<file path="config.mk">
export PLATFORM = sky130hd
export DESIGN_NAME = axi_gran_burst_splitter_ax_ctrl
export DESIGN_NICKNAME = d
export VERILOG_FILES = /design/src/rtl/axi_gran_burst_splitter_pkg.sv /design/src/rtl/axi_gran_burst_splitter_ax_ctrl_sub_len.sv /design/src/rtl/axi_gran_burst_splitter_ax_ctrl.sv
export SDC_FILE = /design/constraint.sdc
export NUM_CORES = 1
export LEC_CHECK = 0
export CAP_MARGIN = 20
export CORE_MARGIN = 4
export CORE_UTILIZATION = 52
export CTS_BUF_LIST = sky130_fd_sc_hd__clkbuf_2 sky130_fd_sc_hd__clkbuf_4 sky130_fd_sc_hd__clkbuf_8
export DETAILED_ROUTE_END_ITERATION = 16
export PLACE_DENSITY = 0.91
export REMOVE_ABC_BUFFERS = 1
export SYNTH_ARGS = -nofsm -noshare
export SYNTH_HDL_FRONTEND = slang
export SYNTH_SLANG_ARGS = --single-unit
</file>
<file path="constraint.sdc">
create_clock -name clk_i -period 6.5 [get_ports clk_i]
set_input_delay 0.65 -clock clk_i [delete_from_list [all_inputs] [get_ports clk_i]]
set_output_delay 0.65 -clock clk_i [all_outputs]
set_load 0.02 [all_outputs]
</file>
<file path="src/rtl/axi_gran_burst_splitter_pkg.sv">
// Shared types and the sub-burst length helper for the granular burst splitter.
package axi_gran_burst_splitter_pkg;

    typedef enum logic [1:0] {
        AX_IDLE  = 2'd0,
        AX_ALLOC = 2'd1,
        AX_ISSUE = 2'd2
    } ax_ctrl_state_e;

    localparam logic [1:0] BURST_FIXED = 2'b00;
    localparam logic [1:0] BURST_INCR  = 2'b01;
    localparam logic [1:0] BURST_WRAP  = 2'b10;

    // Lengths are in beats-minus-one; offset never exceeds limit, so the cap cannot underflow.
    function automatic logic [7:0] sub_len(input logic [7:0] rem,
                                           input logic [7:0] limit,
                                           input logic [7:0] offset);
        logic [7:0] cap;
        cap = limit - offset;
        return (rem < cap) ? rem : cap;
    endfunction

endpackage

</file>
<file path="src/rtl/axi_gran_burst_splitter_ax_ctrl_sub_len.sv">
// Combinational sub-burst length and last-flag computation for one AX sub-burst.
module axi_gran_burst_splitter_ax_ctrl_sub_len
    import axi_gran_burst_splitter_pkg::*;
(
    input  logic [7:0] rem_i,
    input  logic [7:0] limit_i,
    input  logic [7:0] offset_i,
    input  logic       incr_i,
    output logic [7:0] len_o,
    output logic       last_o
);

    // FIXED and WRAP bursts pass through whole.
    always_comb begin
        len_o = rem_i;
        if (incr_i) begin
            len_o = sub_len(rem_i, limit_i, offset_i);
        end
    end

    assign last_o = (len_o == rem_i);

endmodule

</file>
<file path="src/rtl/axi_gran_burst_splitter_ax_ctrl.sv">
// AX channel sequencer: reserves a beat counter, then issues a burst as INCR sub-bursts.
// Optional first-sub-burst granule alignment: AXI_GRAN_BURST_SPLITTER_ALIGN_EN.
module axi_gran_burst_splitter_ax_ctrl
    import axi_gran_burst_splitter_pkg::*;
#(
    parameter int unsigned AddrWidth = 32,
    parameter int unsigned IdWidth   = 4
) (
    input  logic                 clk_i,
    input  logic                 rst_ni,
    input  logic [7:0]           len_limit_i,
    input  logic [IdWidth-1:0]   ax_id_i,
    input  logic [AddrWidth-1:0] ax_addr_i,
    input  logic [7:0]           ax_len_i,
    input  logic [2:0]           ax_size_i,
    input  logic [1:0]           ax_burst_i,
    input  logic                 ax_valid_i,
    output logic                 ax_ready_o,
    output logic [IdWidth-1:0]   alloc_id_o,
    output logic [7:0]           alloc_len_o,
    output logic                 alloc_req_o,
    input  logic                 alloc_gnt_i,
    output logic [IdWidth-1:0]   sub_id_o,
    output logic [AddrWidth-1:0] sub_addr_o,
    output logic [7:0]           sub_len_o,
    output logic [2:0]           sub_size_o,
    output logic [1:0]           sub_burst_o,
    output logic                 sub_last_o,
    output logic                 sub_valid_o,
    input  logic                 sub_ready_i,
    output logic                 busy_o,
    output logic [1:0]           state_o
);

    typedef logic [IdWidth-1:0]   id_t;
    typedef logic [AddrWidth-1:0] addr_t;

    ax_ctrl_state_e state_q;
    id_t            id_q;
    addr_t          addr_q, addr_d;
    logic [7:0]     len_q, limit_q, rem_q, rem_d;
    logic [2:0]     size_q;
    logic [1:0]     burst_q;
    logic           ax_ready_q, alloc_req_q, sub_valid_q;

    logic [7:0]     offset;
    logic [7:0]     cur_len;
    logic           cur_last;
    logic [8:0]     beats;

`ifdef AXI_GRAN_BURST_SPLITTER_ALIGN_EN
    // Beat index within the granule; only nonzero before the first aligned boundary.
    assign offset = 8'(addr_q >> size_q) & limit_q;
`else
    assign offset = 8'd0;
`endif

    axi_gran_burst_splitter_ax_ctrl_sub_len u_sub_len (
        .rem_i    (rem_q),
        .limit_i  (limit_q),
        .offset_i (offset),
        .incr_i   (burst_q == BURST_INCR),
        .len_o    (cur_len),
        .last_o   (cur_last)
    );

    assign beats  = {1'b0, cur_len} + 9'd1;
    assign rem_d  = rem_q - cur_len - 8'd1;
    assign addr_d = addr_q + (addr_t'(beats) << size_q);

    always_ff @(posedge clk_i or negedge rst_ni) begin
        if (!rst_ni) begin
            state_q     <= AX_IDLE;
            id_q        <= '0;
            addr_q      <= '0;
            len_q       <= '0;
            limit_q     <= '0;
            rem_q       <= '0;
            size_q      <= '0;
            burst_q     <= '0;
            ax_ready_q  <= 1'b0;
            alloc_req_q <= 1'b0;
            sub_valid_q <= 1'b0;
        end else begin
            case (state_q)
                AX_IDLE: begin
                    if (ax_ready_q && ax_valid_i) begin
                        id_q        <= ax_id_i;
                        addr_q      <= ax_addr_i;
                        len_q       <= ax_len_i;
                        size_q      <= ax_size_i;
                        burst_q     <= ax_burst_i;
                        limit_q     <= len_limit_i;
                        rem_q       <= ax_len_i;
                        ax_ready_q  <= 1'b0;
                        alloc_req_q <= 1'b1;
                        state_q     <= AX_ALLOC;
                    end else begin
                        ax_ready_q  <= 1'b1;
                    end
                end
                AX_ALLOC: begin
                    if (alloc_gnt_i) begin
                        alloc_req_q <= 1'b0;
                        sub_valid_q <= 1'b1;
                        state_q     <= AX_ISSUE;
                    end
                end
                AX_ISSUE: begin
                    if (sub_ready_i) begin
                        if (cur_last) begin
                            sub_valid_q <= 1'b0;
                            ax_ready_q  <= 1'b1;
                            state_q     <= AX_IDLE;
                        end else begin
                            rem_q       <= rem_d;
                            addr_q      <= addr_d;
                        end
                    end
                end
                default: begin
                    ax_ready_q  <= 1'b0;
                    alloc_req_q <= 1'b0;
                    sub_valid_q <= 1'b0;
                    state_q     <= AX_IDLE;
                end
            endcase
        end
    end

`ifdef AXI_GRAN_BURST_SPLITTER_ALIGN_EN
    granule_pow2_a : assert property (@(posedge clk_i) disable iff (!rst_ni)
        (state_q != AX_IDLE) |-> ((limit_q & (limit_q + 8'd1)) == 8'd0));
`endif

    assign ax_ready_o  = ax_ready_q;
    assign alloc_req_o = alloc_req_q;
    assign alloc_id_o  = id_q;
    assign alloc_len_o = len_q;
    assign sub_valid_o = sub_valid_q;
    assign sub_id_o    = id_q;
    assign sub_addr_o  = addr_q;
    assign sub_len_o   = cur_len;
    assign sub_size_o  = size_q;
    assign sub_burst_o = burst_q;
    assign sub_last_o  = sub_valid_q & cur_last;
    assign busy_o      = (state_q != AX_IDLE);
    assign state_o     = state_q;

endmodule

</file>
==> flow_summary.json <==
{
  "outcome": "finished clean",
  "drv_slew": 0,
  "vias": 5492,
  "wl_per_cell_um": 17.71,
  "yosysWarnings": 0,
  "post-route-min-period_ps": 6035,
  "antenna_found_initial": 0,
  "critPathTopFamily": "compound AO/OA/AOI/OAI gates",
  "min_path_type": "in -> async",
  "path_cells": "inv_1 > ha_1 > and3_2 > a221oi_2 > o31ai_4 > nand2_4 > mux2_2 > ha_2 > nand2_1 > xor2_1 > mux2i_1 > mux2i_1 > mux2i_1 > mux2_2 > ha_1 > a21o_1 > a211o_1 > a221oi_1 > o21ai_1 > a21oi_1 > buf_4 > nor2_1 > o2bb2ai_1 > a21oi_1",
  "cts_htree_levels": 3,
  "insertion_delay_ps": 360,
  "ys_seq_elements": 70,
  "coreArea_sq_um": 10230,
  "cts.sinks": 70,
  "post-route-period-util_pct": 92.84,
  "port-buffer-count": 129,
  "slew_headroom_pct": 38.59,
  "cp_max_fo": 18,
  "ys_dominant_reg_cell": "dfrtp_1",
  "hold_slack_ps": 479.2,
  "end_kind": "flip-flop",
  "grtUsageTotal_pct": 27.31,
  "clockBufferDepth": 2,
  "rsz0062_at_grt": "false",
  "worstPathArrival_ps": 6310,
  "critPathMaxStageDelay_ps": 450,
  "grt_pass1_wl_um": 26330,
  "placementRows": 37,
  "max_freq_mhz": 165.7,
  "gp_congestion": 0.9587,
  "path_buf_inv": 2,
  "synth_edf_count": 0,
  "setup_viol": 0,
  "timing.rr.end": "sub_addr_o[21]",
  "hpwl_um": 12000,
  "vias_per_cell": 6.002,
  "max-cap-violations": 0,
  "finClkSkew_ps": 11.33,
  "numCtsBuffers": 9,
  "reg2reg_slack_ps": 470,
  "cts_tree": "yes",
  "hold_buffers": 0,
  "slowest_stage": "a221oi_1",
  "final_common_cell": "clkdlybuf4s50_1",
  "die_h_um": 110.1,
  "n_antenna_cell": 0,
  "worstSetupPathType": "reg -> reg",
  "final.setup.tns_ps": 0,
  "nNetsFinal": 866,
  "die-area_sq_um": 12120,
  "syn_to_final_growth_pct": 28.22,
  "layout_common_cells": "clkdlybuf4s50_1 (128), nand2_1 (113), dfrtp_1 (70), nor2_1 (54), a21oi_1 (54)",
  "finalNonFillerCells": 915,
  "io_pins": 130,
  "worst_pin_slew_ps": 921.1,
  "syn_avg_cell_area_sq_um": 8.076,
  "drt_pass1_iterations": 6,
  "crit_top_cell": "mux2i_1",
  "clkTransAtPathRegs_ps": 90,
  "drc_errors": 0,
  "first_global_vias": 5613,
  "grt.overflow.total": 0,
  "async_flop_share_pct": 100.0,
  "drt_iter0_drc": 360,
  "worstSetupStartpointType": "flip-flop",
  "fillers": 841,
  "cts_root_buf": "clkbuf_8",
  "required_ps": 6780,
  "synth.distinct_cells": 74,
  "ys_seq_area_share_pct": 32.33,
  "syn_area_sq_um": 5419,
  "ant_nets": 0,
  "synthCells": 671,
  "die_w_um": 110.1,
  "hold_viol": 0,
  "r2r.worst_path.cells": 24,
  "start_util_pct": 52.97,
  "wl_um": 16200,
  "place_inst": 899,
  "grt_max_degree": 71,
  "drive_gt1_share_pct": 6.804,
  "r2r_start": "limit_q[7]"
}
through the flow:
step           utilization (%)  area (sq um)  setup WS [ps]
2_1_floorplan                -          5214          207.8
3_3_place_gp             65.95          6748          599.8
3_5_place_dp             65.95          6748          437.1
4_1_cts                  67.89          6945          399.8
5_1_grt                  67.91          6948          30.30
6_report                 67.91          6948          465.1
state kept, by name, indices dropped and copies added, names as in the netlist:
register     cells
state_o          2
sub_burst_o      2
rem_q            8
alloc_len_o      8
alloc_id_o       4
alloc_req_o      1
sub_addr_o      32
ax_ready_o       1
limit_q          8
sub_valid_o      1
sub_size_o       3
worst register-to-register path, cell delays in order, from the launching register on:
cell       delay [ps]
dfrtp_1           410
inv_1             110
ha_1              320
and3_2            240
a221oi_2          380
o31ai_4           190
nand2_4           220
mux2_2            370
ha_2              240
nand2_1            90
xor2_1            200
mux2i_1           100
mux2i_1           310
mux2i_1           110
mux2_2            290
ha_1              340
a21o_1            200
a211o_1           320
a221oi_1          450
o21ai_1           210
a21oi_1           180
buf_4             210
nor2_1             90
o2bb2ai_1         180
a21oi_1           180
worst max-delay path by stage:
stage | endpoint | depth (start not counted) | from
2_1_floorplan | sub_addr_o[31] | 22 | limit_q[6]
3_3_place_gp | sub_addr_o[31] | 23 | rem_q[7]
3_5_place_dp | sub_addr_o[21] | 23 | rem_q[7]
4_1_cts | sub_addr_o[21] | 23 | rem_q[7]
5_1_grt | sub_addr_o[21] | 25 | limit_q[7]
6_report | sub_addr_o[21] | 24 | limit_q[7]
synth_stat cells (5+ instances only):
cell type / number / area, sq um
nand2_1: 113 / 424.2
dfrtp_1: 70 / 1752
a21oi_1: 54 / 270.3
nor2_1: 54 / 202.7
o21ai_0: 37 / 185.2
ha_1: 29 / 362.9
inv_1: 29 / 108.9
clkbuf_1: 27 / 101.4
o21ai_1: 17 / 85.08
nand3_1: 15 / 75.07
xnor2_1: 15 / 131.4
xor2_1: 13 / 113.9
and3_1: 12 / 75.07
a31oi_1: 11 / 68.82
a211oi_1: 10 / 75.07
nor3_1: 10 / 50.05
a21o_1: 9 / 67.56
o22ai_1: 9 / 56.30
buf_2: 8 / 40.04
mux2i_1: 8 / 80.08
nor2b_1: 8 / 50.05
o211ai_1: 8 / 60.06
nand4_1: 7 / 43.79
a2bb2oi_1: 6 / 52.55
and2_1: 6 / 37.54
buf_4: 5 / 37.54
per-layer routing:
metal  GRT usage (%)  routed length (um)
met2           47.75                8033
met5               0                   0
met3           6.174                1136
met4           10.77                 538
met1           32.40                6492
area by class of cell:
type                            instances  area (sq um)  area share, %
Multi-Input combinational cell        525          3366          48.44
Sequential cell                        70          1752          25.21
Timing Repair Buffer                  137          1346          19.38
Tap cell                              136         170.2          2.449
Clock buffer                            9         123.9          1.783
Inverter                               31         116.4          1.675
Clock inverter                          7         73.82          1.062
kinds of logic (layout without fill, tap and decap cells):
kind of cell	count (synthesis)	count (layout)	share of synthesized area, %
flip-flops	70	70	32.33
adder cells (fa/ha/maj)	31	31	7.250
XOR/XNOR	28	28	4.526
multiplexers	17	17	4.110
AND/OR/NAND/NOR	244	244	20.78
AO/OA/AOI/OAI	205	205	25.08
buffers and inverters	76	184	5.934
timing repair:
item / 4_1_cts / 5_1_grt
resized for setup: 0 / 2
endpoints found under the setup margin: 0 / 12
buffers inserted: 0 / 0
Power is left out: the tool's default activity adds up to more than one toggle a clock period on the data nets, which glitch-free logic cannot reach.
